$ cat config.mk
export PLATFORM = sky130hd
export DESIGN_NAME = mem_dump_flat
export DESIGN_NICKNAME = d
export VERILOG_FILES = /design/src/rtl/mem_dump_if.sv /design/src/rtl/mem_dump.sv /design/src/flat_wrapper.sv
export SDC_FILE = /design/constraint.sdc
export NUM_CORES = 1
export LEC_CHECK = 0
export CORE_MARGIN = 2
export CORE_UTILIZATION = 57
export DETAILED_ROUTE_END_ITERATION = 8
export PLACE_DENSITY_LB_ADDON = 0.05
export RECOVER_POWER = 50
export SLEW_MARGIN = 20
export SYNTH_ARGS = -nofsm -noshare
export SYNTH_HDL_FRONTEND = slang
export SYNTH_SLANG_ARGS = --single-unit
$ cat constraint.sdc
create_clock -name clk -period 8.15 [get_ports clk]
set_input_delay 1.63 -clock clk [delete_from_list [all_inputs] [get_ports clk]]
set_output_delay 1.63 -clock clk [all_outputs]
set_load 0.005 [all_outputs]
$ cat src/rtl/mem_dump_if.sv
// Memory-read and byte-transmit handshakes shared by mem_dump and its neighbours.
// The master side belongs to mem_dump; the slave side is the memory driver plus UART transmitter.
interface mem_dump_if #(
  parameter int ADDR_WIDTH = 24,
  parameter int DATA_WIDTH = 16
);
  logic                  mem_rdy;
  logic                  mem_cplt;
  logic [DATA_WIDTH-1:0] mem_data_out;
  logic                  mem_r_en;
  logic [ADDR_WIDTH-1:0] mem_addr;
  logic                  serial_out_rdy;
  logic                  serial_out_en;
  logic [7:0]            serial_data_out;

  modport master (
    input  mem_rdy, mem_cplt, mem_data_out, serial_out_rdy,
    output mem_r_en, mem_addr, serial_out_en, serial_data_out
  );

  modport slave (
    output mem_rdy, mem_cplt, mem_data_out, serial_out_rdy,
    input  mem_r_en, mem_addr, serial_out_en, serial_data_out
  );
endinterface

$ cat src/rtl/mem_dump.sv
// Streams a range of 16-bit memory words to the UART as high/low byte pairs,
// followed by a mod-256 checksum byte of everything sent.
module mem_dump #(
  parameter int ADDR_WIDTH = 24,
  parameter int DATA_WIDTH = 16
) (
  input  logic                  clk,
  input  logic                  rst_n,
  input  logic                  start,
  input  logic [ADDR_WIDTH-1:0] start_addr,
  input  logic [15:0]           word_count,
  output logic                  busy,
  output logic                  done,
  mem_dump_if.master            bus
);

  typedef enum logic [3:0] {
    IDLE, MEM_REQ, MEM_WAIT, TX_HI, TX_HI_W, TX_LO, TX_LO_W, TX_SUM, TX_SUM_W, DONE
  } state_e;

  localparam logic [ADDR_WIDTH-1:0] ADDR_ONE = {{(ADDR_WIDTH-1){1'b0}}, 1'b1};

  state_e                state_q, state_d;
  logic [ADDR_WIDTH-1:0] addr_q, addr_d;
  logic [15:0]           count_q, count_d;
  logic [7:0]            sum_q, sum_d;
  logic [DATA_WIDTH-1:0] data_q, data_d;
  logic                  busy_q, busy_d;
  logic                  done_q, done_d;
  logic                  r_en_q, r_en_d;
  logic [ADDR_WIDTH-1:0] mem_addr_q, mem_addr_d;
  logic                  sout_en_q, sout_en_d;
  logic [7:0]            sout_data_q, sout_data_d;

  // NOTE: every variable gets a default before the case so no path leaves one
  // unassigned; strobes default to 0 so they fall back after a single cycle.
  always_comb begin
    state_d     = state_q;
    addr_d      = addr_q;
    count_d     = count_q;
    sum_d       = sum_q;
    data_d      = data_q;
    busy_d      = busy_q;
    done_d      = 1'b0;
    r_en_d      = 1'b0;
    mem_addr_d  = mem_addr_q;
    sout_en_d   = 1'b0;
    sout_data_d = sout_data_q;

    unique case (state_q)
      IDLE: begin
        if (start) begin
          addr_d  = start_addr;
          count_d = word_count;
          sum_d   = 8'h00;
          busy_d  = 1'b1;
          state_d = (word_count != 16'd0) ? MEM_REQ : TX_SUM;
        end
      end
      MEM_REQ: begin
        if (bus.mem_rdy) begin
          r_en_d     = 1'b1;
          mem_addr_d = addr_q;
          state_d    = MEM_WAIT;
        end
      end
      MEM_WAIT: begin
        if (bus.mem_cplt) begin
          data_d  = bus.mem_data_out;
          state_d = TX_HI;
        end
      end
      TX_HI: begin
        if (bus.serial_out_rdy) begin
          sout_en_d   = 1'b1;
          sout_data_d = data_q[15:8];
          sum_d       = sum_q + data_q[15:8];
          state_d     = TX_HI_W;
        end
      end
      // The *_W states give the transmitter one cycle to drop its ready.
      TX_HI_W: state_d = TX_LO;
      TX_LO: begin
        if (bus.serial_out_rdy) begin
          sout_en_d   = 1'b1;
          sout_data_d = data_q[7:0];
          sum_d       = sum_q + data_q[7:0];
          state_d     = TX_LO_W;
        end
      end
      TX_LO_W: begin
        count_d = count_q - 16'd1;
        addr_d  = addr_q + ADDR_ONE;
        state_d = (count_q != 16'd1) ? MEM_REQ : TX_SUM;
      end
      TX_SUM: begin
        if (bus.serial_out_rdy) begin
          sout_en_d   = 1'b1;
          sout_data_d = sum_q;
          state_d     = TX_SUM_W;
        end
      end
      TX_SUM_W: state_d = DONE;
      DONE: begin
        done_d  = 1'b1;
        busy_d  = 1'b0;
        state_d = IDLE;
      end
      default: state_d = IDLE;
    endcase
  end

  // NOTE: state registers use non-blocking assignments and are all cleared by
  // the asynchronous reset, so a mid-dump reset silences both strobes at once.
  always_ff @(posedge clk or negedge rst_n) begin
    if (!rst_n) begin
      state_q     <= IDLE;
      addr_q      <= '0;
      count_q     <= '0;
      sum_q       <= '0;
      data_q      <= '0;
      busy_q      <= 1'b0;
      done_q      <= 1'b0;
      r_en_q      <= 1'b0;
      mem_addr_q  <= '0;
      sout_en_q   <= 1'b0;
      sout_data_q <= '0;
    end else begin
      state_q     <= state_d;
      addr_q      <= addr_d;
      count_q     <= count_d;
      sum_q       <= sum_d;
      data_q      <= data_d;
      busy_q      <= busy_d;
      done_q      <= done_d;
      r_en_q      <= r_en_d;
      mem_addr_q  <= mem_addr_d;
      sout_en_q   <= sout_en_d;
      sout_data_q <= sout_data_d;
    end
  end

  assign busy                = busy_q;
  assign done                = done_q;
  assign bus.mem_r_en        = r_en_q;
  assign bus.mem_addr        = mem_addr_q;
  assign bus.serial_out_en   = sout_en_q;
  assign bus.serial_data_out = sout_data_q;

endmodule
$ cat src/flat_wrapper.sv
// flat-port wrapper written by rule: the top's interface ports become plain ports
module mem_dump_flat 
#(
  parameter int ADDR_WIDTH = 24,
  parameter int DATA_WIDTH = 16
)
  (clk, rst_n, start, start_addr, word_count, busy, done, bus_mem_rdy, bus_mem_cplt, bus_mem_data_out, bus_serial_out_rdy, bus_mem_r_en, bus_mem_addr, bus_serial_out_en, bus_serial_data_out);
  mem_dump_if #(.ADDR_WIDTH(ADDR_WIDTH), .DATA_WIDTH(DATA_WIDTH)) bus_i ();
  input  logic clk;
  input  logic rst_n;
  input  logic start;
  input  logic [ADDR_WIDTH-1:0] start_addr;
  input  logic [15:0] word_count;
  output logic busy;
  output logic done;
  input wire logic [$bits(bus_i.mem_rdy)-1:0] bus_mem_rdy;
  input wire logic [$bits(bus_i.mem_cplt)-1:0] bus_mem_cplt;
  input wire logic [$bits(bus_i.mem_data_out)-1:0] bus_mem_data_out;
  input wire logic [$bits(bus_i.serial_out_rdy)-1:0] bus_serial_out_rdy;
  output wire logic [$bits(bus_i.mem_r_en)-1:0] bus_mem_r_en;
  output wire logic [$bits(bus_i.mem_addr)-1:0] bus_mem_addr;
  output wire logic [$bits(bus_i.serial_out_en)-1:0] bus_serial_out_en;
  output wire logic [$bits(bus_i.serial_data_out)-1:0] bus_serial_data_out;
  assign bus_i.mem_rdy = bus_mem_rdy;
  assign bus_i.mem_cplt = bus_mem_cplt;
  assign bus_i.mem_data_out = bus_mem_data_out;
  assign bus_i.serial_out_rdy = bus_serial_out_rdy;
  assign bus_mem_r_en = bus_i.mem_r_en;
  assign bus_mem_addr = bus_i.mem_addr;
  assign bus_serial_out_en = bus_i.serial_out_en;
  assign bus_serial_data_out = bus_i.serial_data_out;
  mem_dump #(.ADDR_WIDTH(ADDR_WIDTH), .DATA_WIDTH(DATA_WIDTH)) u_core (.clk(clk), .rst_n(rst_n), .start(start), .start_addr(start_addr), .word_count(word_count), .busy(busy), .done(done), .bus(bus_i));
endmodule
Word-level counts from Yosys, hierarchy flattened. Cells that the tools add are included. W data, S select, Z words.

Register bits after elaboration: 104. Word-level logic and storage cells: 73. Output and inout port bits: 36. Bits of input ports: 62.

Eq/ne operators: 16. Multiplexer cells: 28. $add $sub $neg: 4. Reductions and logical operators: 14.

Operators by type and width (number): $mux W8 (6); $pmux W24 S2 (1); $pmux W8 S3 (2); $pmux W4 S9 (1); $pmux W16 S2 (1); $add A24 B1 Y24 const B (1); $mux W24 (1); $mux W4 (6); $add A8 B8 Y8 (2); $eq A4 B3 Y1 const B (4); $mux W16 (1); $ne A16 B1 Y1 const B (1); $reduce_bool A16 Y1 (1); $sub A16 B1 Y16 const B (1); $ne A2 B2 Y1 const B (6); $eq A4 B2 Y1 const B (2); $eq A4 B4 Y1 const B (2); $reduce_and A2 Y1 (4); $reduce_and A4 Y1 (2); $mux W1 (6); $mux W3 (2); $reduce_and A6 Y1 (1); $reduce_bool A3 Y1 (2); $eq A4 B1 Y1 const B (1); other kinds (4) (5).

Depth between registers and ports, before layout. Gate-level depths: netlist of the first run.

Depth in word-level cells: 4. Gate-level depth with buffers: 12. Mapped depth without buffers: 10.

Worst setup path before layout of the first run. OpenSTA, ideal clock, no wires.

Kind: flip-flop to flip-flop. Start point: reg u_core.state_q[1]. End point: reg u_core.sum_q[6]. Data arrival time: 2.635 ns. Path buffers: 2. Period minus slack after synthesis: 2.704 ns. Setup slack: 5.446 ns. Setup time: 0.069 ns. Data required time: 8.081 ns. Cell stages (with the launch flop): 13. Cell sequence: dfrtp_1 > buf_2 > and4bb_1 > buf_2 > mux2_2 > ha_1 > inv_1 > fa_1 > nor2b_1 > o21ai_0 > a21boi_0 > or4_1 > nand3_1.

Cells in the longest elaborated chain, start to end: 3. Elaborated cells between the ends (all ways): 9. Those cells by class: eq/ne: 5; mux: 1; reduce/logical: 3.

Ends and longest elaborated chain: from (decl) (RTL line mem_dump.sv:23) `state_e state_q, state_d;`; from (signal assigned) (RTL line mem_dump.sv:129) `state_q <= state_d;`; $eq A4 B3 Y1, or another cell as far along (RTL line mem_dump.sv:50) `unique case (state_q)`; $ne A2 B2 Y1 (no source line) or $reduce_bool A3 Y1 (tied branches); $reduce_and A4 Y1 (no source line); to (signal assigned) (RTL line mem_dump.sv:132) `sum_q <= sum_d;`; to (decl) (RTL line mem_dump.sv:26) `logic [7:0] sum_q, sum_d;`.

Several ways; a longest one is shown, not always the timed one. A chain may end at the register's enable or synchronous reset.

Worst setup path after layout of the first run.
Start point: in start. End point: reg u_core.addr_q[3].

Cells in the longest elaborated chain, start to end: 2.

Ends and longest elaborated chain: from (decl) (RTL line flat_wrapper.sv:11) `input logic start;`; $ne A2 B2 Y1 (no source line); $reduce_and A2 Y1 (no source line); to (signal assigned) (RTL line mem_dump.sv:130) `addr_q <= addr_d;`; to (decl) (RTL line mem_dump.sv:24) `logic [ADDR_WIDTH-1:0] addr_q, addr_d;`.

No other way between the ends.

==> impl_metrics.tcl, run 1 <==
set metrics [dict create \
    ctsResizeCount 0 \
    min_period_ns 4.22 \
    grt_pass1_vias 4361 \
    worstMarginPinSlew_ns 2.63 \
    whs_ns 0.489 \
    synth_ff_type "dfrtp_1" \
    synthTopCellsByArea "dfrtp_1, mux2_2, nand2_1, o21ai_0, nor2_1" \
    fin_nets 687 \
    ir_worst_vdd_uv 162 \
    vias 4499 \
    antenna_found_initial 0 \
    synth_warnings 0 \
    initial_core_util 0.587 \
    path_clk_slew_ns 0.09 \
    fin_setup_tns_ns 0 \
    clock_latency_ns 0.38 \
    clkPwrFrac 0.133 \
    synth_seq_cells 104 \
    syn-cell-area_mm2 0.00540 \
    grt_start_max_net_pins 56 \
    finalHoldViolCount 0 \
    final_common_cell "dfrtp_1" \
    rsz0062_at_grt "no" \
    switching_share 0.387 \
    synth_top_cell_area_share 0.482 \
    syn_avg_cell_area_um2 10.2 \
    criticalPathCategory "input port to flop" \
    layout-area-overhead-vs-synth_pct 22.0 \
    overflow 0 \
    cp.required_ns 8.45 \
    finalWeightedCongestion 0.890 \
    post_cts_buffers 0 \
    endpoint_kind "flop" \
    clock_sinks 104 \
    crit_end "u_core.addr_q[3]$_DFFE_PN0P_" \
    r2r-end "u_core.addr_q[3]$_DFFE_PN0P_" \
    p_switching_uw 905 \
    finalSetupViolCount 0 \
    hold_class "flop to flop" \
    final_cell_mix "dfrtp_1, clkdlybuf4s50_1, nand2_1" \
    seq_area_frac_synth 0.482 \
    rows 35 \
    cts_tree "done" \
    p_seq_frac 0.429 \
    slew_headroom -0.755 \
    die-area_mm2 0.0103 \
    cts-buffers-inserted 9 \
    synthCells 528 \
    cts_hold_buf 0 \
    worstPathArrival_ns 4.52 \
    drt_pass1_iterations 5 \
    violations "capacitance limit, slew limit" \
    ff_latch_area_mm2 0.00260 \
    place_ws_ns 4.59 \
    crit_fanout 32 \
    worst_slack_ns 3.93 \
    ios 98 \
    drt-total-wl_um 12800 \
    die_y_um 101 \
    worstReg2RegStart "u_core.state_q[1]$_DFFE_PN0P_" \
    r2r_slack_ns 4.26 \
    drive_gt1_frac 0.124 \
    intPower_mw 1.43 \
    pwr-share-comb 0.437 \
    total_power_mw 2.34 \
    antenna_cells 0 \
    die_w_um 101 \
    max-cap-violations 4 \
    core_area_mm2 0.00920 \
    cts.path.max_buffers 2 \
    cts-root-buf "clkbuf_8" \
    fillers 725 \
    cp-startpoint "start" \
    vias_per_cell 6.16 \
    leakagePower_nw 2.72 \
    start_kind "input port" \
    status "finished with violations" \
    grt_pass1_wl_um 21400 \
    port_buffers 97 \
    syn_nets 601 \
    slew_violations 123 \
    yosysTopAreaCell "dfrtp_1" \
    drtIter0Drc 255 \
    ff2ff_path_depth 6 \
    period_share 0.518 \
    fmax_mhz 237 \
    drc 0 \
    synth_async_sr_flop_share 1.00 \
    drtAntennaViolNets 0 \
    clock_skew_ns 0.0164 \
    multi_input_area_mm2 0.00263 \
    drt-wirelength-per-cell_um 17.6 \
    fin_util 0.716 \
    htree_levels 3 \
    synthDistinctLibCells 60 \
    post-dp-hpwl_um 9090 \
    synth-edff-count 0 \
    grt_use_total 0.263 \
    p_per_area_mw_per_mm2 355 \
]
[Yosys cell counts (2+ instances only)]
cell      instances
clkbuf_1          7
mux2i_1          10
a221o_1           4
and3_1            4
dfrtp_1         104
nor2b_1           3
ha_1             10
o21ai_0          36
a211oi_1          7
and4bb_1          2
nor4_1            7
and4_1            2
and2_1            5
nand4_2           2
nand4_1           6
or3_1             6
nor2_1           41
nand2_1          66
a21o_1            3
buf_2            18
or4_1             4
o221a_2           3
nand4b_1          2
nor3_1            9
a31oi_1           6
and3b_1           2
xnor2_1           2
o21ai_1           6
xor2_1            4
nor4_4            2
mux2_2           46
nand3_1          23
a21oi_1          17
o211ai_1          7
o311ai_0         10
o311ai_1          4
inv_2             2
o22ai_1           4
inv_1            10
a311oi_1          2
[logic make-up after synthesis]
group / share of synthesized area
adder cells (fa/ha/maj): 0.0269
AO/OA/AOI/OAI: 0.149
XOR/XNOR: 0.00973
flip-flops: 0.482
multiplexers: 0.114
AND/OR/NAND/NOR: 0.189
buffers and inverters: 0.0299
[area by class of cell]
| type | instances | share of cell area |
|---|---|---|
| clock inverter | 5 | 0.00589 |
| sequential | 104 | 0.395 |
| inverter | 12 | 0.00684 |
| timing repair buffer | 100 | 0.149 |
| clock buffer | 11 | 0.0230 |
| multi-input combinational | 387 | 0.399 |
| tap | 111 | 0.0211 |
[worst min-delay path by stage]
stage | from | endpoint | slack [ns] | depth (start not counted)
floorplan | u_core.addr_q[23]$_DFFE_PN0P_ | u_core.bus.mem_addr[23]$_DFFE_PN0P_ | 0.46 | 2
detailed placement | u_core.bus.serial_data_out[4]$_DFFE_PN0P_ | u_core.bus.serial_data_out[4]$_DFFE_PN0P_ | 0.47 | 2
global route | u_core.bus.serial_data_out[4]$_DFFE_PN0P_ | u_core.bus.serial_data_out[4]$_DFFE_PN0P_ | 0.51 | 2
finish | u_core.bus.mem_addr[11]$_DFFE_PN0P_ | u_core.bus.mem_addr[11]$_DFFE_PN0P_ | 0.49 | 2
global placement | u_core.bus.mem_addr[23]$_DFFE_PN0P_ | u_core.bus.mem_addr[23]$_DFFE_PN0P_ | 0.46 | 2
CTS | u_core.bus.serial_data_out[4]$_DFFE_PN0P_ | u_core.bus.serial_data_out[4]$_DFFE_PN0P_ | 0.49 | 2
[per-layer routing]
| layer | GRT usage | vias to the layer above | routed length, µm |
|---|---|---|---|
| li1 | - | 2127 | - |
| met5 | 0 | - | 0 |
| met4 | 0.0873 | 0 | 191 |
| met2 | 0.421 | 150 | 6240 |
| met1 | 0.371 | 2208 | 5700 |
| met3 | 0.0380 | 14 | 716 |
[per-stage QoR]
stage | std cells | instance area [µm²]
after floorplan | 528 | 5400
after global placement | 714 | 6410
after detailed placement | 714 | 6410
final | 730 | 6590
after global routing | 730 | 6590
after CTS | 730 | 6600
[power by group through the flow]
| stage | Clock [mW] | Sequential [mW] | Combinational [mW] |
|---|---|---|---|
| after floorplan | 0 | 0.924 | 0.706 |
| after global placement | 0 | 0.992 | 0.984 |
| after detailed placement | 0 | 1.01 | 1.02 |
| after CTS | 0.319 | 0.998 | 1.03 |
| after global routing | 0.337 | 1.04 | 1.14 |
| final | 0.312 | 1.00 | 1.02 |
[registers in the layout, summed over array words and instances (netlist names)]
name	flops
u_core.addr_q	24
u_core.bus.mem_addr	24
u_core.count_q	16
u_core.data_q	16
u_core.bus.serial_data_out	8
u_core.sum_q	8
u_core.state_q	4
u_core.bus.mem_r_en	1
u_core.bus.serial_out_en	1
u_core.busy	1
u_core.done	1
[worst max-delay path, cell delays in order]
cell           delay, ns
dlygate4sd3_1       0.57
and2_0              0.14
clkbuf_1            1.11
nor2_1              0.52
a211o_1             0.40
a21oi_1             0.13
(Power assumes the default switching activity.)
==> run 2: changes to the inputs <==
Settings changed: CORE_UTILIZATION 57 to 48.
Clock period 8.15 ns to 3.8 ns, I/O delays scaled along.
==> run 2 against run 1 <==
  * The flow still finishes with violations (capacitance limit, slew limit)
  * Global-route usage is 3.3 points lower
  * Hold slack worse by 0.0084 ns
  * Power increased by 120%
  * Critical path depth grew 4
  * Sequential cell count unchanged
  * Cell count grew 4.4%
  * Clock power is 150% higher
  * Worst setup slack lost 3.3 ns
  * First-iteration DRC count shrank 2.4%
  * Cell area up 1.4%
  * Sequential power grew 110%
  * Highest routed layer unchanged
==> impl_metrics.tcl, run 2 (synthesized netlist as in run 1, its figures left out) <==
set metrics [dict create \
    htree_levels 3 \
    slew_violations 86 \
    final_cell_mix "dfrtp_1, clkdlybuf4s50_1, nand2_1" \
    port_buffers 97 \
    drt-wirelength-per-cell_um 17.1 \
    ir_worst_vdd_uv 485 \
    antenna_found_initial 0 \
    grt_start_max_net_pins 68 \
    worstMarginPinSlew_ns 1.66 \
    cp.required_ns 4.13 \
    crit_fanout 16 \
    vias 4447 \
    grt_pass1_vias 4214 \
    crit_end "u_core.sum_q[6]$_DFFE_PN0P_" \
    final_common_cell "dfrtp_1" \
    clock_skew_ns 0.00611 \
    ff2ff_path_depth 10 \
    fin_nets 690 \
    drc 0 \
    overflow 0 \
    violations "capacitance limit, slew limit" \
    antenna_cells 0 \
    drtAntennaViolNets 0 \
    drive_gt1_frac 0.130 \
    min_period_ns 3.16 \
    criticalPathCategory "flop to flop" \
    post-dp-hpwl_um 9260 \
    start_kind "flop" \
    die_w_um 110 \
    endpoint_kind "flop" \
    place_area_mm2 0.00648 \
    fin_util 0.614 \
    status "finished with violations" \
    fin_setup_tns_ns 0 \
    hold_class "flop to flop" \
    ctsResizeCount 0 \
    period_share 0.830 \
    grt_use_total 0.230 \
    rsz0062_at_grt "no" \
    r2r_slack_ns 0.64 \
    drt_pass1_iterations 4 \
    clock_latency_ns 0.39 \
    cts.path.max_buffers 2 \
    core_area_mm2 0.0109 \
    place_ws_ns 0.705 \
    path_clk_slew_ns 0.10 \
    worstPathArrival_ns 3.49 \
    fmax_mhz 317 \
    die-area_mm2 0.0121 \
    cts_hold_buf 0 \
    finalWeightedCongestion 0.874 \
    post_cts_buffers 0 \
    leakagePower_nw 2.77 \
    max-cap-violations 2 \
    clock_sinks 104 \
    worst_slack_ns 0.645 \
    finalHoldViolCount 0 \
    final_cell_area_mm2 0.00668 \
    initial_core_util 0.496 \
    cts-buffers-inserted 9 \
    layout-area-overhead-vs-synth_pct 23.7 \
    die_y_um 110 \
    cp-startpoint "u_core.state_q[0]$_DFFE_PN0P_" \
    rows 38 \
    ios 98 \
    worstReg2RegStart "u_core.state_q[0]$_DFFE_PN0P_" \
    finalSetupViolCount 0 \
    cts-root-buf "clkbuf_8" \
    drt-total-wl_um 13000 \
    grt_pass1_wl_um 21100 \
    slew_headroom -0.109 \
    r2r-end "u_core.sum_q[6]$_DFFE_PN0P_" \
    p_per_area_mw_per_mm2 764 \
    vias_per_cell 5.84 \
    cts_tree "done" \
    drtIter0Drc 249 \
]
[run 2: report_power, final]
group          total (mW)  internal [mW]  leakage, nW  switching, mW
clock network       0.774          0.388        0.106          0.386
registers            2.11           1.62         1.25          0.491
logic                2.22           1.16         1.41           1.06
[run 2: stage by stage]
stage,std cells,power [mW],hold WS [ns]
5_1_grt,762,5.50,0.506
3_5_place_dp,746,4.37,0.473
3_3_place_gp,746,4.29,0.459
2_1_floorplan,528,3.50,0.458
6_report,762,5.11,0.480
4_1_cts,762,5.16,0.495
[run 2: worst min path at each step]
stage / start / endpoint / cells past startpoint
after floorplan: rst_n / u_core.addr_q[0]$_DFFE_PN0P_ / 0
after global placement: u_core.bus.mem_addr[23]$_DFFE_PN0P_ / u_core.bus.mem_addr[23]$_DFFE_PN0P_ / 2
after detailed placement: u_core.bus.serial_data_out[1]$_DFFE_PN0P_ / u_core.bus.serial_data_out[1]$_DFFE_PN0P_ / 2
after CTS: u_core.bus.serial_data_out[1]$_DFFE_PN0P_ / u_core.bus.serial_data_out[1]$_DFFE_PN0P_ / 2
after global routing: u_core.bus.serial_data_out[1]$_DFFE_PN0P_ / u_core.bus.serial_data_out[1]$_DFFE_PN0P_ / 2
final: u_core.bus.serial_data_out[1]$_DFFE_PN0P_ / u_core.bus.serial_data_out[1]$_DFFE_PN0P_ / 2
[run 2: critical path, stage by stage (launching register included)]
cell      delay, ns
dfrtp_1        0.61
and4bb_1       0.50
mux2_2         0.39
ha_1           0.19
inv_1          0.08
fa_1           0.21
nor2b_1        0.06
o21ai_0        0.25
a21boi_0       0.21
or4_1          0.50
nand3_1        0.09
[run 2: layer usage]
layer | part of all wire | vias to the layer above | track usage
met4 | 0.013 | 0 | 0.0759
met3 | 0.054 | 14 | 0.0553
met2 | 0.46 | 124 | 0.366
met1 | 0.47 | 2175 | 0.308
li1 | - | 2134 | -
met5 | 0 | - | 0
[run 2: layout make-up]
| cell class | instances | area [µm²] |
|---|---|---|
| clock buffer | 11 | 141 |
| clock inverter | 5 | 80.1 |
| fill | 975 | 4210 |
| tap | 140 | 175 |
| sequential | 104 | 2600 |
| timing repair buffer | 103 | 1000 |
| multi-input combinational | 387 | 2630 |
| inverter | 12 | 45.0 |
==> run 3: changes to the inputs <==
Clock period 3.8 ns to 2.7 ns, I/O delays scaled along.
==> run 3 against run 2 <==
  * The run now ends clean
  * Cell count rose by 1.8%
  * Combinational power rose by 47%
  * Largest power group unchanged
  * First-iteration DRC count fell by 31%
  * Sequential share of layout area fell by 0.28 points
==> impl_metrics.tcl, run 3 (synthesized netlist as in run 1, its figures left out) <==
set metrics [dict create \
    status "finished, final reports clean" \
    die-area_mm2 0.0121 \
    worstReg2RegStart "u_core.state_q[3]$_DFFE_PN0P_" \
    cp-startpoint "u_core.state_q[3]$_DFFE_PN0P_" \
    cts-root-buf "clkbuf_8" \
    p_per_area_mw_per_mm2 1050 \
    pwr-share-comb 0.463 \
    cp.required_ns 3.02 \
    criticalPathCategory "flop to flop" \
    rsz0062_at_grt "no" \
    total_power_mw 7.07 \
    initial_core_util 0.496 \
    crit_fanout 4 \
    hold_class "flop to flop" \
    antenna_found_initial 1 \
    grt_use_total 0.230 \
    overflow 0 \
    clock_sinks 104 \
    grt_pass1_vias 4310 \
    cp_slowest_cell "or4_1" \
    leakagePower_nw 2.79 \
    drt-wirelength-per-cell_um 16.6 \
    worstPathArrival_ns 2.87 \
    post_cts_buffers 0 \
    clock_skew_ns 0.0127 \
    crit_chain "and4bb_2, mux2_2, ha_1, inv_1, fa_1, nor2b_1, o21ai_1, a21boi_1, or4_1, nand3_1" \
    slew_violations 0 \
    drtAntennaViolNets 0 \
    layout-area-overhead-vs-synth_pct 24.6 \
    die_w_um 110 \
    finalSetupViolCount 0 \
    finalHoldViolCount 0 \
    slowest_delay_ns 0.47 \
    clkPwrFrac 0.126 \
    grt_pass1_wl_um 21300 \
    drive_gt1_frac 0.143 \
    worst_slack_ns 0.151 \
    ff2ff_path_depth 10 \
    switching_share 0.382 \
    core_area_mm2 0.0109 \
    start_kind "flop" \
    clock_latency_ns 0.39 \
    vias 4444 \
    drt-total-wl_um 12900 \
    cts_tree "done" \
    crit_end "u_core.sum_q[6]$_DFFE_PN0P_" \
    r2r-end "u_core.sum_q[6]$_DFFE_PN0P_" \
    r2r_slack_ns 0.15 \
    endpoint_kind "flop" \
    grt_start_max_net_pins 60 \
    final_common_cell "dfrtp_1" \
    die_y_um 110 \
    fillers 989 \
    worstMarginPinSlew_ns 0.964 \
    htree_levels 3 \
    min_period_ns 2.55 \
    path_clk_slew_ns 0.09 \
    intPower_mw 4.37 \
    final_cell_mix "dfrtp_1, clkdlybuf4s50_1, nand2_1" \
    p_switching_mw 2.70 \
    finalWeightedCongestion 0.848 \
    post-dp-hpwl_um 9370 \
    p_seq_frac 0.412 \
    cp_top_family "simple AND/OR/NAND/NOR gates" \
    cts-buffers-inserted 9 \
    fin_setup_tns_ns 0 \
    vias_per_cell 5.73 \
    ios 98 \
    whs_ns 0.486 \
    port_buffers 97 \
    crit_buf_inv 1 \
    slew_headroom 0.357 \
    place_ws_ns 0.0526 \
    fin_util 0.618 \
    drc 0 \
    period_share 0.944 \
    rows 38 \
    fmax_mhz 392 \
    cts.path.max_buffers 2 \
    fin_nets 704 \
    drt_pass1_iterations 4 \
    cp_num_cells 10 \
    ir_worst_vdd_uv 659 \
    max-cap-violations 0 \
    antenna_cells 0 \
    drtIter0Drc 173 \
]
==> run 3: changes by cell type in the layout (fill, tap and decap cells not counted), moves of 2 or more <==
cell,delta
buf_4,+10
bufinv_16,-2
clkbuf_1,+5
clkdlybuf4s50_1,+12
dlygate4sd3_1,-11
==> run 3: power by group through the flow <==
stage               sequential (mW)  combinational [mW]  clock (mW)
floorplan                      2.79                2.13           0
finish                         2.91                3.27       0.888
detailed placement             2.93                3.31           0
global route                   3.02                3.66       0.978
global placement               2.92                3.22           0
CTS                            2.90                3.32       0.913
==> run 3: metrics by stage <==
step,instances,instance area [µm²]
2_1_floorplan,528,5400
3_3_place_gp,759,6580
3_5_place_dp,759,6580
4_1_cts,776,6760
5_1_grt,776,6730
6_report,776,6730
==> run 3: area by class of cell <==
cell class,instances,area (µm²),share of cell area
tap,140,175,0.0260
clock buffer,13,149,0.0221
multi-input combinational,387,2640,0.392
clock inverter,3,17.5,0.00260
timing repair buffer,117,1100,0.164
sequential,104,2600,0.387
inverter,12,45.0,0.00669
==> run 3: metal layers <==
layer,share of wire,global-route usage,up-vias
met2,0.46,0.362,102
met1,0.47,0.313,2163
met4,0.015,0.0805,0
met5,0,0,-
li1,-,-,2164
met3,0.057,0.0500,15
==> run 3: how the worst min path moves through the flow <==
stage                                                endpoint  slack (ns)                                      start  depth (start not counted)
floorplan                        u_core.addr_q[0]$_DFFE_PN0P_        0.24                                      rst_n                          0
global placement          u_core.bus.mem_addr[19]$_DFFE_PN0P_        0.43                                      rst_n                          1
detailed placement        u_core.bus.mem_addr[19]$_DFFE_PN0P_        0.43                                      rst_n                          1
CTS                 u_core.bus.serial_data_out[4]$_DFFE_PN0P_        0.49  u_core.bus.serial_data_out[4]$_DFFE_PN0P_                          2
global route              u_core.bus.mem_addr[18]$_DFFE_PN0P_        0.52        u_core.bus.mem_addr[18]$_DFFE_PN0P_                          1
finish                    u_core.bus.mem_addr[23]$_DFFE_PN0P_        0.49        u_core.bus.mem_addr[23]$_DFFE_PN0P_                          2
==> run 3: tightest hold or removal path, stage by stage, from the launching register on <==
cell and delay (ns):
dfrtp_1 0.35, nand2_1 0.05, nand2_1 0.05
==> run 3: repair_timing <==
action / CTS / global route
hold endpoints to repair: 7 / 0
setup endpoints to repair: 0 / 2
resized for setup: 0 / 3
hold buffers: 1 / 0
